## config.mk

```make
export PLATFORM = sky130hd
export DESIGN_NAME = uart_rx
export DESIGN_NICKNAME = d
export VERILOG_FILES = /design/src/rtl/uart_rx.sv
export SDC_FILE = /design/constraint.sdc
export NUM_CORES = 1
export LEC_CHECK = 0
export BUFFER_PORTS_ARGS = -buffer_cell sky130_fd_sc_hd__buf_2
export CAP_MARGIN = 20
export CORE_MARGIN = 2
export CORE_UTILIZATION = 35
export DETAILED_ROUTE_END_ITERATION = 10
export HOLD_SLACK_MARGIN = 0.03
export PLACE_DENSITY = 0.57
export SLEW_MARGIN = 30
export SYNTH_ARGS = -nofsm -noshare
export SYNTH_HDL_FRONTEND = slang
export SYNTH_SLANG_ARGS = --single-unit
```

## constraint.sdc

```tcl
create_clock -name i_Clock -period 4.3 [get_ports i_Clock]
set_input_delay 0.215 -clock i_Clock [delete_from_list [all_inputs] [get_ports i_Clock]]
set_output_delay 0.215 -clock i_Clock [all_outputs]
set_load 0.02 [all_outputs]
```

## src/rtl/uart_rx.sv

```systemverilog
// 8N1 UART receiver: two-flop input synchroniser, mid-bit sampling, false-start
// rejection and framing-error detection with one-clock DV / error strobes.
module uart_rx #(
   parameter int unsigned CLKS_PER_BIT = 64
) (
   input  logic       i_Clock,
   input  logic       i_Reset,
   input  logic       i_Rx_Serial,
   output logic       o_Rx_DV,
   output logic [7:0] o_Rx_Byte,
   output logic       o_Rx_Framing_Err,
   output logic       o_Rx_Active
);

   localparam int unsigned CountW = $clog2(CLKS_PER_BIT);
   localparam logic [CountW-1:0] Half = CountW'((CLKS_PER_BIT - 1) / 2);
   localparam logic [CountW-1:0] Last = CountW'(CLKS_PER_BIT - 1);

   typedef enum logic [2:0] {
      StIdle,
      StStart,
      StData,
      StStop,
      StWaitHigh,
      StCleanup
   } state_e;

   state_e            state_q, state_d;
   logic              rx_meta_q, rx_s;
   logic [CountW-1:0] count_q, count_d;
   logic [2:0]        index_q, index_d;
   logic [7:0]        shift_q, shift_d;
   logic [7:0]        byte_d;
   logic              dv_d, err_d, active_d;

   // Synchroniser flops reset to the idle line level so reset cannot fake a start bit.
   always_ff @(posedge i_Clock or posedge i_Reset) begin
      if (i_Reset) begin
         rx_meta_q <= 1'b1;
         rx_s      <= 1'b1;
      end else begin
         rx_meta_q <= i_Rx_Serial;
         rx_s      <= rx_meta_q;
      end
   end

   always_ff @(posedge i_Clock or posedge i_Reset) begin
      if (i_Reset) state_q <= StIdle;
      else         state_q <= state_d;
   end

   always_comb begin
      state_d = state_q;
      case (state_q)
         StIdle:     if (!rx_s) state_d = StStart;
         StStart:    if (count_q == Half) state_d = rx_s ? StIdle : StData;
         StData:     if (count_q == Last && index_q == 3'd7) state_d = StStop;
         StStop:     if (count_q == Last) state_d = rx_s ? StCleanup : StWaitHigh;
         StWaitHigh: if (rx_s) state_d = StCleanup;
         StCleanup:  state_d = StIdle;
         default:    state_d = StIdle;
      endcase
   end

   always_comb begin
      count_d  = count_q;
      index_d  = index_q;
      shift_d  = shift_q;
      byte_d   = o_Rx_Byte;
      dv_d     = 1'b0;
      err_d    = 1'b0;
      active_d = o_Rx_Active;
      case (state_q)
         StIdle: begin
            count_d = '0;
            index_d = 3'd0;
            if (!rx_s) active_d = 1'b1;
         end
         StStart: begin
            if (count_q == Half) begin
               count_d = '0;
               if (rx_s) active_d = 1'b0;
            end else begin
               count_d = count_q + CountW'(1);
            end
         end
         StData: begin
            if (count_q == Last) begin
               count_d          = '0;
               shift_d[index_q] = rx_s;
               index_d          = index_q + 3'd1;
            end else begin
               count_d = count_q + CountW'(1);
            end
         end
         StStop: begin
            if (count_q == Last) begin
               count_d = '0;
               if (rx_s) begin
                  byte_d = shift_q;
                  dv_d   = 1'b1;
               end else begin
                  err_d = 1'b1;
               end
            end else begin
               count_d = count_q + CountW'(1);
            end
         end
         StWaitHigh: ;
         StCleanup:  active_d = 1'b0;
         default: begin
            count_d  = '0;
            index_d  = 3'd0;
            active_d = 1'b0;
         end
      endcase
   end

   always_ff @(posedge i_Clock or posedge i_Reset) begin
      if (i_Reset) begin
         count_q          <= '0;
         index_q          <= 3'd0;
         shift_q          <= 8'h00;
         o_Rx_Byte        <= 8'h00;
         o_Rx_DV          <= 1'b0;
         o_Rx_Framing_Err <= 1'b0;
         o_Rx_Active      <= 1'b0;
      end else begin
         count_q          <= count_d;
         index_q          <= index_d;
         shift_q          <= shift_d;
         o_Rx_Byte        <= byte_d;
         o_Rx_DV          <= dv_d;
         o_Rx_Framing_Err <= err_d;
         o_Rx_Active      <= active_d;
      end
   end

endmodule

```

==> Word-level counts from Yosys, hierarchy flattened <==
Cells that the tools add are included.
{ "word_totals": {"register_bits": 33, "in_bits": 3, "elab_cells": 69} }
{ "classes": {"addsub": 2, "magnitude_cmp": 2, "n_eq_ne": 15, "muxes": 26, "bitwise_logic": 2, "n_reduce_logical": 12} }
{ "ops": {"columns": ["operator", "count"], "rows": [
  ["$mux W3", 6],
  ["$pmux W6 S3", 1],
  ["$pmux W3 S5", 1],
  ["$ne A2 B2 Y1 const B", 7],
  ["$mux W6", 2],
  ["$mux W1", 11],
  ["$eq A3 B3 Y1 const B", 3],
  ["$bwmux W8", 1],
  ["$add A6 B1 Y6 const B", 1],
  ["$eq A3 B2 Y1 const B", 2],
  ["$eq A6 B5 Y1 const B", 1],
  ["$eq A6 B6 Y1 const B", 1],
  ["$pmux W3 S2", 1],
  ["$reduce_and A5 Y1", 1],
  ["$lt A3 B4 Y1 const B", 1],
  ["$reduce_and A2 Y1", 2],
  ["$reduce_and A4 Y1", 1],
  ["$reduce_or A2 Y1", 2],
  ["$reduce_or A4 Y1", 1],
  ["$add A3 B1 Y3 const B", 1],
  ["$demux W1 S3", 1],
  ["$eq A3 B1 Y1 const B", 1],
  ["$ge A3 B1 Y1 const B", 1],
  ["$logic_not A3 Y1", 1],
  ["6 further kinds", 8]
]} }

==> Logic depth before layout (Yosys ltp) <==
{ "depth": {"ltp_word": 5, "depth_mapped": 6, "mapped_depth_nobuf": 5} }

==> Worst setup path after synthesis <==
No wires, ideal clock.
{ "synth_path": {"kind": "register to register", "from": "register count_q[0]", "to": "register count_q[3]", "arrival_time_ps": 1721, "required_ps": 4233, "path_slack_ps": 2512, "path_stages_with_launch": 7, "path_buffers": 1, "synth_period_minus_slack_ps": 1788, "path_cell_list": "dfrtp_1 -> ha_1 -> and4_1 -> buf_6 -> a311o_1 -> o31ai_1 -> a32o_1"} }
{ "synth_between": {"elab_chain_cells": 3} }
{ "synth_rtl": {"columns": ["item", "line", "text"], "rows": [
  ["start, declared", "30", "logic [CountW-1:0] count_q, count_d;"],
  ["start signal, assigned", "129", "count_q <= count_d;"],
  ["$add A6 B1 Y6, or another cell as far along", "84, 93, 106", null],
  ["$mux W6 (on tied branches)", "88, 97, 80", null],
  ["$pmux W6 S3 (*)", "73", "case (state_q)"]
]} }
Mark *: on every way between the ends. The rest lies on a longest branch, timed or not.
A chain may end at the register's enable or synchronous reset.

==> Worst setup path after layout <==
Ends and elaborated chain as after synthesis.

==> metrics.txt <==
P per Cell Area a little over 400 nW/µm²; arrival time at the worst endpoint between 2000 and 2500 ps; die area between 5000 and 6000 µm²; worst slew pin tran between 600 and 700 ps; Placer Congestion 0.7886; FF-to-FF Start count_q[0]$_DFFE_PP0N_; final instance area roughly 1900 µm²; final wirelength 3079 µm; total track usage 0.1350; Sink Count 33; post-route insts no fill 220; Total Neg Setup Slack 0 ps; CTS clk-pin slew, worst paths around 60 ps; FF+latch count, synth 33; Placed Cells incl. Taps between 200 and 250; Synth top area share 0.4630; Area Overhead vs Synth 12.62%; Worst Setup SP count_q[0]$_DFFE_PP0N_; layout cells sized above 1 0.1928; Worst Path Required 4520 ps; TritonCTS Buffers 5; # rows 25; Ports 14; endpoint class of the critical path flop; Clock Skews around 3.8 ps; peak supply drop between 0.2 and 0.25 mV; Slew Limit Fails 0; post-synth top area cell dfrtp_1; slowest cell on the critical path dfrtp_1; postcts setup bufs 0; ys flop type dfrtp_1; Finish-stage setup viols 0; Reg2Reg Setup Slack between 2000 and 2500 ps; final core utilization 0.4048; Vias/cell 5.441; top cells by area, synth dfrtp_1 (46%), mux2_1 (11%), dfstp_2 (3.1%), ha_1 (2.2%), nor2_1 (2.2%); H-tree depth 2; fraction of registers with async set/reset 1.000; slew margin rel. 0.5759; DIE WIDTH ~73 µm; fin crit period 1938 ps; number of synthesized flops with an enable pin 0; Max-cap violations 0; Routed Antenna Nets 0; Final nets 171; synthesized instance count around 150; Mapped Area between 1500 and 2000 µm²; Pwr Total approximately 0.77 mW; routed via count 1,197; Pleak around 0.93 nW; status complete, no violations; distinct cell type count after synthesis 49; Hold Startpoint rx_meta_q$_DFF_PP1_; CTS tree done; filler instances 455; critical path peak fanout 6; clk buf depth 2; 1st-iter DRT viols 46; Setup CP Type flop to flop; Final Hold Viols 0; Crit path largest cell delay between 400 and 500 ps; number of global-route vias before repair between 1,000 and 1,500; sequential share of the synthesized area 0.4944; crit-path cells ha_1 > and4_1 > a311o_1 > nor2_1 > a32o_1; Die Span Y approximately 73 µm; DRC errors left 0; Port Buffers 13; effective utilization at floorplan 0.3595; first-pass iteration count of the detailed router 4; largest net degree at the start of global routing 34; startpoint types flop; area post-placement roughly 1800 µm²; root buffer cell clkbuf_8; RSZ-0062 raised after global routing no; Fmax around 0.52 GHz; Avg Cell Area, Syn about 11 µm²; Clock Latency Late Sink between 200 and 300 ps; diode count 0; hpwl dp between 2000 and 2500 µm; grt ovf 0; synthesis warning total 0; wire per inst about 14 µm; Hold WC Path Type flop to flop; core area between 4000 and 5000 µm²; Final Cycle Share 0.4506; initial antenna violation count 0; first-pass GRT wire length roughly 5400 µm; Synthesized Nets about 160
## worst paths after layout
kind,to,cells past startpoint
min in group asynchronous,o_Rx_DV$_DFF_PP0_,4
worst min-delay path,rx_s$_DFF_PP1_,0
worst max register to register,count_q[3]$_DFFE_PP0N_,5
worst max-delay path,count_q[3]$_DFFE_PP0N_,5
worst min register to register,rx_s$_DFF_PP1_,0
max in group asynchronous,rx_s$_DFF_PP1_,4
## flip-flops by register name, summed over array words and instances (netlist names)
| name | cells |
|---|---|
| state_q | 3 |
| o_Rx_Byte | 8 |
| o_Rx_Framing_Err | 1 |
| o_Rx_Active | 1 |
| index_q | 3 |
| o_Rx_DV | 1 |
| rx_s | 1 |
| shift_q | 8 |
| count_q | 6 |
| rx_meta_q | 1 |
## cell families after synthesis
| family | share of synthesized area |
|---|---|
| adder cells (fa/ha/maj) | 0.02241 |
| buffers and inverters | 0.05526 |
| AND/OR/NAND/NOR | 0.1860 |
| AO/OA/AOI/OAI | 0.1285 |
| flip-flops | 0.4944 |
| multiplexers | 0.1135 |
## Yosys cell counts, drive strengths merged (2+ instances only)
library cell / n
dfrtp: 31
mux2: 16
nor2: 11
nand2: 9
o21ai: 8
inv: 6
nand3: 6
nand4: 5
nor3: 5
a211o: 4
a31oi: 4
buf: 4
clkbuf: 4
nor2b: 4
a21oi: 3
ha: 3
a211oi: 2
dfstp: 2
nand2b: 2
o311ai: 2
or3: 2
## final cells by class
cell class,count,area (µm²),share of cell area
Sequential cell,33,828.3,0.4390
Multi-Input combinational cell,102,754.5,0.3999
Timing Repair Buffer,16,92.59,0.04907
Clock buffer,7,86.33,0.04576
Tap cell,54,67.56,0.03581
Clock inverter,1,30.03,0.01592
Inverter,7,27.53,0.01459
## layout by cell type (no fill, tap or decap), types with 3 or more instances in the layout
cell type	n
dfrtp_1	31
mux2_1	16
buf_2	13
nor2_1	10
nand2_1	9
o21ai_1	7
clkbuf_8	6
nand3_1	5
inv_1	5
nor2b_1	4
nand4_1	4
a211o_1	4
a31oi_1	4
nor3_1	3
a21oi_1	3
ha_1	3
## worst max-delay path, delay by kind of cell (launching register included)
family / cells / cell delay, ps
and+or+nand+nor: 2 / 550
adders and majority gates: 1 / 290
AOI/OAI and AO/OA: 2 / 630
DFF: 1 / 420
## through the flow
step / hold slack [ps] / worst slack, ps
2_1_floorplan: 219.5 / 2512
6_report: 357.3 / 2362
4_1_cts: 358.2 / 2358
5_1_grt: 360.1 / 2249
3_3_place_gp: 311.1 / 2378
3_5_place_dp: 321.9 / 2377
## report_power, final
group | leakage [nW] | switching [mW] | internal, mW | total, mW
clock | 0.0585 | 0.108 | 0.189 | 0.296
combinational | 0.437 | 0.0423 | 0.0435 | 0.0857
sequential | 0.433 | 0.0461 | 0.337 | 0.383
## metal layers
metal | vias to the layer above | part of all wire | GRT usage
met2 | 21 | 0.47 | 0.1952
met5 | - | 0 | 0
met4 | 0 | 0.019 | 0.05556
li1 | 578 | - | -
met3 | 7 | 0.041 | 0.05387
met1 | 591 | 0.47 | 0.1792
## repair_timing
| action | 4_1_cts | 5_1_grt |
|---|---|---|
| hold buffers | 2 | 0 |
| gates resized for setup | 0 | 0 |
| endpoints found under the hold margin | 32 | 0 |
Note: power is estimated with default switching activity, not from simulation.
